===== config.mk =====
export PLATFORM = sky130hd
export DESIGN_NAME = usb_fe_link_ctrl
export DESIGN_NICKNAME = d
export VERILOG_FILES = /design/src/rtl/usb_fe_link_ctrl.sv
export SDC_FILE = /design/constraint.sdc
export NUM_CORES = 1
export LEC_CHECK = 0
export BUFFER_PORTS_ARGS = -buffer_cell sky130_fd_sc_hd__buf_2
export CAP_MARGIN = 20
export CORE_MARGIN = 2
export CORE_UTILIZATION = 60
export CTS_CLUSTER_SIZE = 25
export DETAILED_ROUTE_END_ITERATION = 10
export PLACE_DENSITY = 0.86
export SLEW_MARGIN = 15
export SYNTH_ARGS = -nofsm -noshare
export SYNTH_HDL_FRONTEND = slang
export SYNTH_SLANG_ARGS = --single-unit

===== constraint.sdc =====
create_clock -name clk -period 3.4 [get_ports clk]
set_input_delay 0.17 -clock clk [delete_from_list [all_inputs] [get_ports clk]]
set_output_delay 0.17 -clock clk [all_outputs]
set_load 0.05 [all_outputs]

===== src/rtl/usb_fe_link_ctrl.sv =====
// Link-level controller between usb_sie and the full-speed frontend: pull-up connect,
// bus-reset, suspend/resume detection and remote-wakeup K signalling with TX arbitration.
module usb_fe_link_ctrl #(
    parameter int unsigned CONNECT_DLY_CYC = 4800,
    parameter int unsigned RESET_DET_CYC   = 120,
    parameter int unsigned SUSP_DET_CYC    = 144000,
    parameter int unsigned WAKE_IDLE_CYC   = 96000,
    parameter int unsigned WAKE_DRV_CYC    = 96000
) (
    input  logic clk,
    input  logic rst_n,
    input  logic connect_en,
    input  logic wakeup_req,
    input  logic sie_dp_tx,
    input  logic sie_dn_tx,
    input  logic sie_tx_oen,
    input  logic line_dp,
    input  logic line_dn,
    output logic fe_dp_tx,
    output logic fe_dn_tx,
    output logic fe_tx_oen,
    output logic fe_pu,
    output logic phy_suspend,
    output logic bus_reset,
    output logic reset_active,
    output logic suspended,
    output logic resume_det,
    output logic wakeup_busy
);

    localparam int unsigned MAX_AB  = (CONNECT_DLY_CYC > RESET_DET_CYC) ?
                                      CONNECT_DLY_CYC : RESET_DET_CYC;
    localparam int unsigned MAX_CD  = (SUSP_DET_CYC > WAKE_DRV_CYC) ? SUSP_DET_CYC : WAKE_DRV_CYC;
    localparam int unsigned MAX_ABD = (MAX_AB > MAX_CD) ? MAX_AB : MAX_CD;
    localparam int unsigned CNT_MAX = (MAX_ABD > WAKE_IDLE_CYC) ? MAX_ABD : WAKE_IDLE_CYC;
    localparam int unsigned CNT_W   = $clog2(CNT_MAX + 1);
    localparam int unsigned DWELL_W = $clog2(WAKE_IDLE_CYC + 1);

    localparam logic [CNT_W-1:0]   CONNECT_LAST = CNT_W'(CONNECT_DLY_CYC - 1);
    localparam logic [CNT_W-1:0]   RESET_LAST   = CNT_W'(RESET_DET_CYC - 1);
    localparam logic [CNT_W-1:0]   SUSP_LAST    = CNT_W'(SUSP_DET_CYC - 1);
    localparam logic [CNT_W-1:0]   WAKE_LAST    = CNT_W'(WAKE_DRV_CYC - 1);
    localparam logic [CNT_W-1:0]   CNT_ONE      = CNT_W'(1);
    localparam logic [DWELL_W-1:0] WAKE_IDLE    = DWELL_W'(WAKE_IDLE_CYC);

    typedef enum logic [2:0] {
        StDisconnected,
        StAttach,
        StActive,
        StBusReset,
        StSuspended,
        StWakeDrive,
        StResumeWait
    } state_e;

    // Qualifying line condition that the shared run counter is currently tracking.
    typedef enum logic [1:0] {
        ClsOther,
        ClsSe0,
        ClsIdle,
        ClsK
    } line_cls_e;

    state_e              state_q, state_d;
    line_cls_e           cls, cls_q;
    logic [CNT_W-1:0]    cnt_q, cnt_d, run;
    logic [DWELL_W-1:0]  dwell_q, dwell_d;
    logic                bus_reset_d, resume_d;
    logic                sie_owns_q;
    logic                dp_meta_q, dp_sync_q, dn_meta_q, dn_sync_q;
    logic                line_j, line_k, line_se0;

    always_ff @(posedge clk or negedge rst_n) begin
        if (!rst_n) begin
            dp_meta_q <= 1'b0;
            dp_sync_q <= 1'b0;
            dn_meta_q <= 1'b0;
            dn_sync_q <= 1'b0;
        end else begin
            dp_meta_q <= line_dp;
            dp_sync_q <= dp_meta_q;
            dn_meta_q <= line_dn;
            dn_sync_q <= dn_meta_q;
        end
    end

    // 11 is not a legal full-speed state and is folded into SE0.
    assign line_j   = dp_sync_q & ~dn_sync_q;
    assign line_k   = ~dp_sync_q & dn_sync_q;
    assign line_se0 = ~(line_j | line_k);

    always_comb begin
        cls = ClsOther;
        if (line_se0) begin
            cls = ClsSe0;
        end else if (line_k) begin
            cls = ClsK;
        end else if (!sie_tx_oen) begin
            cls = ClsIdle;
        end
    end

    // A change of condition class restarts the run even if the counter is mid-count.
    assign run = (cls == cls_q) ? cnt_q : '0;

    always_comb begin
        state_d     = state_q;
        cnt_d       = '0;
        bus_reset_d = 1'b0;
        resume_d    = 1'b0;
        case (state_q)
            StDisconnected: state_d = StAttach;
            StAttach: begin
                if (cnt_q == CONNECT_LAST) begin
                    state_d = StActive;
                end else begin
                    cnt_d = cnt_q + 1'b1;
                end
            end
            StActive: begin
                if (cls == ClsSe0) begin
                    if (run == RESET_LAST) begin
                        state_d     = StBusReset;
                        bus_reset_d = 1'b1;
                    end else begin
                        cnt_d = run + 1'b1;
                    end
                end else if (cls == ClsIdle) begin
                    if (run == SUSP_LAST) begin
                        state_d = StSuspended;
                    end else begin
                        cnt_d = run + 1'b1;
                    end
                end
            end
            StBusReset: begin
                if (line_j) begin
                    state_d = StActive;
                end
            end
            StSuspended: begin
                if (cls == ClsSe0) begin
                    if (run == RESET_LAST) begin
                        state_d     = StBusReset;
                        bus_reset_d = 1'b1;
                    end else begin
                        cnt_d = run + 1'b1;
                    end
                end else if (cls == ClsK) begin
                    if (run == CNT_ONE) begin
                        state_d  = StResumeWait;
                        resume_d = 1'b1;
                    end else begin
                        cnt_d = run + 1'b1;
                    end
                end
                // Host resume and bus reset take precedence over remote wakeup.
                if (state_d == StSuspended && wakeup_req && dwell_q >= WAKE_IDLE) begin
                    state_d = StWakeDrive;
                end
            end
            StWakeDrive: begin
                if (cnt_q == WAKE_LAST) begin
                    state_d = StResumeWait;
                end else begin
                    cnt_d = cnt_q + 1'b1;
                end
            end
            StResumeWait: begin
                if (cls == ClsSe0) begin
                    if (run == RESET_LAST) begin
                        state_d     = StBusReset;
                        bus_reset_d = 1'b1;
                    end else begin
                        cnt_d = run + 1'b1;
                    end
                end else if (line_j && cnt_q != '0) begin
                    // cnt_q is non-zero only if the previous cycle was SE0: this J ends the EOP.
                    state_d = StActive;
                end
            end
            default: state_d = StDisconnected;
        endcase

        if (!connect_en) begin
            state_d     = StDisconnected;
            bus_reset_d = 1'b0;
            resume_d    = 1'b0;
        end
        if (state_d != state_q) begin
            cnt_d = '0;
        end
    end

    always_comb begin
        dwell_d = '0;
        if (state_q == StSuspended && state_d == StSuspended) begin
            dwell_d = (dwell_q == WAKE_IDLE) ? dwell_q : dwell_q + 1'b1;
        end
    end

    // Status outputs are registered from the next state so they line up with state_q.
    always_ff @(posedge clk or negedge rst_n) begin
        if (!rst_n) begin
            state_q      <= StDisconnected;
            cnt_q        <= '0;
            dwell_q      <= '0;
            cls_q        <= ClsOther;
            sie_owns_q   <= 1'b0;
            fe_pu        <= 1'b0;
            phy_suspend  <= 1'b0;
            bus_reset    <= 1'b0;
            reset_active <= 1'b0;
            suspended    <= 1'b0;
            resume_det   <= 1'b0;
            wakeup_busy  <= 1'b0;
        end else begin
            state_q      <= state_d;
            cnt_q        <= cnt_d;
            dwell_q      <= dwell_d;
            cls_q        <= cls;
            sie_owns_q   <= (state_d == StActive) || (state_d == StBusReset) ||
                            (state_d == StResumeWait);
            fe_pu        <= (state_d != StDisconnected) && (state_d != StAttach);
            phy_suspend  <= (state_d == StSuspended);
            bus_reset    <= bus_reset_d;
            reset_active <= (state_d == StBusReset);
            suspended    <= (state_d == StSuspended);
            resume_det   <= resume_d;
            wakeup_busy  <= (state_d == StWakeDrive);
        end
    end

    // Zero-latency path for the SIE; the wakeup driver forces K while it owns the bus.
    always_comb begin
        fe_tx_oen = 1'b0;
        fe_dp_tx  = 1'b0;
        fe_dn_tx  = 1'b0;
        if (wakeup_busy) begin
            fe_tx_oen = 1'b1;
            fe_dn_tx  = 1'b1;
        end else if (sie_owns_q && sie_tx_oen) begin
            fe_tx_oen = 1'b1;
            fe_dp_tx  = sie_dp_tx;
            fe_dn_tx  = sie_dn_tx;
        end
    end

endmodule


[Word level (Yosys, flattened, before mapping)]
Cells that the tools add are included.
Word-level totals
  register bits after elaboration: 51
  bits of input ports: 9
  logic and storage cells: 110
Cells by class
  add/subtract/negate cells: 3
  $lt $le $gt $ge: 1
  equality and inequality tests: 25
  multiplexer cells: 49
  bitwise operators: 5
  reductions and logical operators: 12
Operators by type and width (count)
  $mux 18: 12
  $pmux 18 s5: 1
  $mux 3: 15
  $add 18x1->18 const B: 2
  $mux 17: 2
  $eq 3x3->1 const B: 7
  $pmux 3 s7: 1
  $eq 18x1->1 const B: 1
  $eq 18x13->1 const B: 1
  $eq 18x17->1 const B: 1
  $eq 18x18->1 const B: 1
  $eq 18x7->1 const B: 1
  $reduce_bool 18->1: 1
  $add 17x1->17 const B: 1
  $eq 17x17->1 const B: 1
  $ge 17x17->1 const B: 1
  $mux 1: 15
  $eq 3x2->1 const B: 4
  $logic_and 1x1->1: 6
  $mux 2: 3
  $eq 2x2->1 const B: 2
  $eq 3x1->1 const B: 1
  $logic_not 3->1: 1
  $ne 3x1->1 const B: 1
  10 further kinds: 13

[Logic depth before layout (Yosys ltp)]
  depth in word-level cells: 20
  depth in mapped cells: 15
  mapped depth without buffers: 13

[Worst setup path before layout]
Ideal clock, no wire load.
  path kind: register to register
  from: reg dp_sync_q
  to: reg cnt_q[11]
  setup time: 80 ps
  arrival time: 2764 ps
  required time: 3320 ps
  setup slack: 556 ps
  cell stages (with the launch flop): 15
  path buffers: 2
  period minus slack after synthesis: 2844 ps
  cell sequence: dfrtp_1 inv_1 ha_1 o31a_1 and2_1 nand2_1 ha_1 and3b_1 nand2_1 a21o_1 a21o_1 o32a_1 buf_6 buf_6 nor3_2
Between the ends
  longest elaborated chain between the ends: 19
Ends and longest elaborated chain
  start: declaration: line 70  | logic dp_meta_q, dp_sync_q, dn_meta_q, dn_sync_q;
  start signal: assignment: line 81  | dp_sync_q <= dp_meta_q;
  $not 1->1: line 89  | assign line_k = ~dp_sync_q & dn_sync_q;
  $and 1x1->1: line 89
  $mux 2 or $or 1x1->1 (tied branches): line 96, 90
  $mux 2: line 94  | if (line_se0) begin
  $eq 2x2->1: line 104  | assign run = (cls == cls_q) ? cnt_q : '0;
  $mux 18: line 104
  $eq 18x1->1: line 150  | if (run == CNT_ONE) begin
  $mux 3: line 150
  [... 3 more ...]
  $eq 3x3->1: line 158  | if (state_d == StSuspended && wakeup_req && dwell_q >= WAKE_IDLE) begin
  $logic_and 1x1->1 (2 in a row): line 158
  $mux 3: line 158
  $pmux 3 s7: line 111  | case (state_q)
  $mux 3: line 185  | if (!connect_en) begin
  $ne 3x3->1: line 190  | if (state_d != state_q) begin
  $mux 18 *: line 190
  named net cnt_d[11]: line 66  | logic [CNT_W-1:0] cnt_q, cnt_d, run;
  end signal: assignment: line 219  | cnt_q <= cnt_d;
  end: declaration: line 66
The timed path passes the listed nets; every way through them passes the cells marked *. The select of a mux whose other input is x is not followed.
A chain may end at the register's enable or synchronous reset.

[Worst setup path in the final report]
  from: reg cnt_q[1]
  to: reg cnt_q[8]
Between the ends
  longest elaborated chain between the ends: 14
Ends and longest elaborated chain
  $mux 18: line 104
  $eq 18x1->1: line 150
  $mux 3: line 150
  $mux 3: line 149  | end else if (cls == ClsK) begin
  $mux 3: line 142  | if (cls == ClsSe0) begin
  $mux 3: line 111
  $eq 3x3->1: line 158
  $logic_and 1x1->1 (2 in a row): line 158
  $mux 3: line 158
  $pmux 3 s7: line 111
  $mux 3: line 185
  $ne 3x3->1: line 190
  $mux 18 *: line 190
  named net cnt_d[8]: line 66
Marks and branches as above.

==> reports/qor.yml <==
setup_path:
  r2r-start: "cnt_q[1]"
  rrSetupSlack_ps: 240
  start_kind: "register"
  cpMaxStageDelayCell: "or4_4"
  end_kind: "register"
  cp_top_family: "compound AO/OA/AOI/OAI gates"
  crit_chain: "ha_1, nand3_1, or4_4, o32ai_2, a22oi_1, o22ai_2, nand2_2, o32a_2, buf_4, nor3_2"
  cp.buffers_inverters: 1
  slowest_delay_ps: 540
  arrival_ps: 3370
  reg2regPathDepth: 10
  path_class: "reg2reg"
  cp_max_fo: 14
  cp-startpoint: "cnt_q[1]"
  r2r_end: "cnt_q[8]"
  worstSetupPathDepth: 10
  crit_end: "cnt_q[8]"
  critPathRequiredTime_ps: 3610
sta:
  min_period_over_period_pct: 92.90
  setup_tns_ps: 0
  rsz0062_at_grt: "false"
  fmax_mhz: 316.6
  period_needed_ps: 3158
  drv_slew: 0
  tightest_slew_ps: 619.7
  slew-limit-headroom_pct: 58.69
  hold_violations: 0
  finClkSkew_ps: 7.963
  setup_viol: 0
routing:
  wl_per_cell_um: 15.38
  routed_wl_mm: 6.981
  ant_nets: 0
  num_vias: 2775
  drc: 0
  via_per_inst: 6.112
  highest_layer: "met4"
  m1WireLength_mm: 3.092
  drtIter0Drc: 424
  drtPass1Iterations: 5
  wl_met2_mm: 3.332
  wl_met3_um: 457
layout:
  antenna_cells: 0
  multi_input_area_mm2: 0.001765
  drive_gt1_share_pct: 16.93
  syn_to_final_growth_pct: 9.871
  nets: 401
  seqCellArea_mm2: 0.001276
  nFillCells: 408
  fin_util_pct: 68.55
synth:
  synth.distinct_cells: 62
  synthTopCellsByCount: "dfrtp_1 (51), nor2_1 (39), nand2_1 (31)"
  synthArstFlopShare_pct: 100.0
  syn_inst: 361
  synth_top_area_share_pct: 39.80
  synth.area.top_cells: "dfrtp_1 (40%), nor2_1 (4.6%), nand2_1 (3.6%), nand3_1 (3.4%), xnor2_1 (3.3%)"
  ys_seq_area_share_pct: 39.80
  ys_ff_latch: 51
  ys.flop_type: "dfrtp_1"
  yosys.cell_count.top_type: "dfrtp_1"
  yosysWarningCount: 0
  syn_nets: 378
  avgSynthCellArea_um2: 8.883
  synth_area_mm2: 0.003207
  yosys.area.top_type: "dfrtp_1"
  synth_edf_count: 0
global_route:
  grt-ovfl-total: 0
  grt_first_pass_wirelength_mm: 12.15
  grt_usage_pct: 25.09
  antenna_found_initial: 0
  grt_pass1_vias: 2571
  grt_max_degree: 52
power:
  pwr-share-comb_pct: 7.9
  swShare_pct: 22.37
  intPower_mw: 0.8574
  p_seq_share_pct: 55.9
  vdd_drop_max_mv: 0.2099
  p_per_area_mw_per_mm2: 313.5
  net-switching-power_mw: 0.2471
  pwr-share-clk_pct: 36.2
  power.leakage_nw: 1.508
floorplanning:
  die_x_um: 77.11
  die_y_um: 77.11
  ios: 19
  dieArea_mm2: 0.005945
  initial_utilization_pct: 62.39
  rows: 26
  fp.coreArea_mm2: 0.005140
cts:
  h-tree-depth: 2
  clk_pin_slew_worst_paths_ps: 90
  clock_latency_ps: 300
  cts_buffers: 5
  cts_root_buf: "clkbuf_8"
  cts_tree: "yes"
  cts_num_sinks: 51
  clockBufferDepth: 2
hold_path:
  hp-class: "in2reg"
run_status:
  status: "completed"
placement:
  dpl.hpwl_mm: 5.001
  port-buffer-count: 18
  gp_congestion: 0.9070
job:
  cap_violations: 0
-- cell families (layout without fill, tap and decap cells) --
family	count (synthesis)	in the layout	share of synthesized area, %
flops	51	51	39.80
xor+xnor	24	24	6.555
fa+ha+maj	8	8	3.121
compound gates	62	62	14.36
buf+inv	37	60	5.189
mux	2	2	0.6633
simple gates	177	177	30.32
-- power by group through the flow --
stage,Combinational (mW),Sequential [mW],Clock (mW)
floorplan,0.0536,0.626,0
detailed placement,0.0836,0.629,0
global route,0.0990,0.618,0.437
CTS,0.0863,0.617,0.407
finish,0.0873,0.617,0.400
global placement,0.0809,0.629,0
-- repair_timing --
item | CTS | global route
hold buffers | 2 | 1
setup buffers | 0 | 0
resized for setup | 0 | 2
setup endpoints to repair | 0 | 12
endpoints found under the hold margin | 2 | 51
-- sequential cells by signal, summed over array words and instances (netlist names), 2 cells and up --
| signal | flops |
|---|---|
| cnt_q | 18 |
| dwell_q | 17 |
| state_q | 3 |
| cls_q | 2 |
-- how the worst min path moves through the flow --
stage / start / to / cells past startpoint
floorplan: rst_n / bus_reset / 0
global placement: line_dp / dp_meta_q / 1
global route: connect_en / bus_reset / 2
detailed placement: line_dp / dp_meta_q / 1
finish: connect_en / bus_reset / 2
CTS: rst_n / cnt_q[1] / 1
-- stage by stage --
step                hold WS [ps]  worst slack (ps)  cells  cell area (um2)  power, mW
floorplan                 -125.6             556.1    361             3207     0.6795
global placement           281.5             242.1    444             3387     0.7097
detailed placement         281.8             106.5    444             3387     0.7127
CTS                        114.1             15.94    453             3510      1.110
global route               229.3            0.1454    454             3523      1.153
finish                     235.0             241.5    454             3523      1.105
-- worst register-to-register path, cell delays in order, from the launching register on --
cell	delay (ps)
dfrtp_1	480
ha_1	250
nand3_1	110
or4_4	540
o32ai_2	280
a22oi_1	120
o22ai_2	260
nand2_2	130
o32a_2	530
buf_4	220
nor3_2	160
-- cells in the final DEF, fill, tap and decap left out, types with 12 or more instances in the layout --
| cell type | count |
|---|---|
| dfrtp_1 | 51 |
| nor2_1 | 39 |
| nand2_1 | 31 |
| nand3_1 | 22 |
| inv_1 | 18 |
| buf_2 | 17 |
| nor3_1 | 15 |
| buf_4 | 14 |
| xnor2_1 | 12 |
| xor2_1 | 12 |
-- area by class of cell --
type / count / area share, %
multi-input cells: 273 / 50.11
flip-flops and latches: 51 / 36.22
repair buffers: 34 / 6.250
well taps: 70 / 2.486
clock buffers: 6 / 2.060
inverters: 19 / 2.024
clock inverters: 1 / 0.8523
-- per-layer routing --
metal / vias to the layer above / GRT usage (%)
li1: 1337 / -
met1: 1319 / 35.66
met2: 106 / 39.56
met3: 13 / 4.588
met4: 0 / 7.143
met5: - / 0
(Power assumes the default switching activity.)
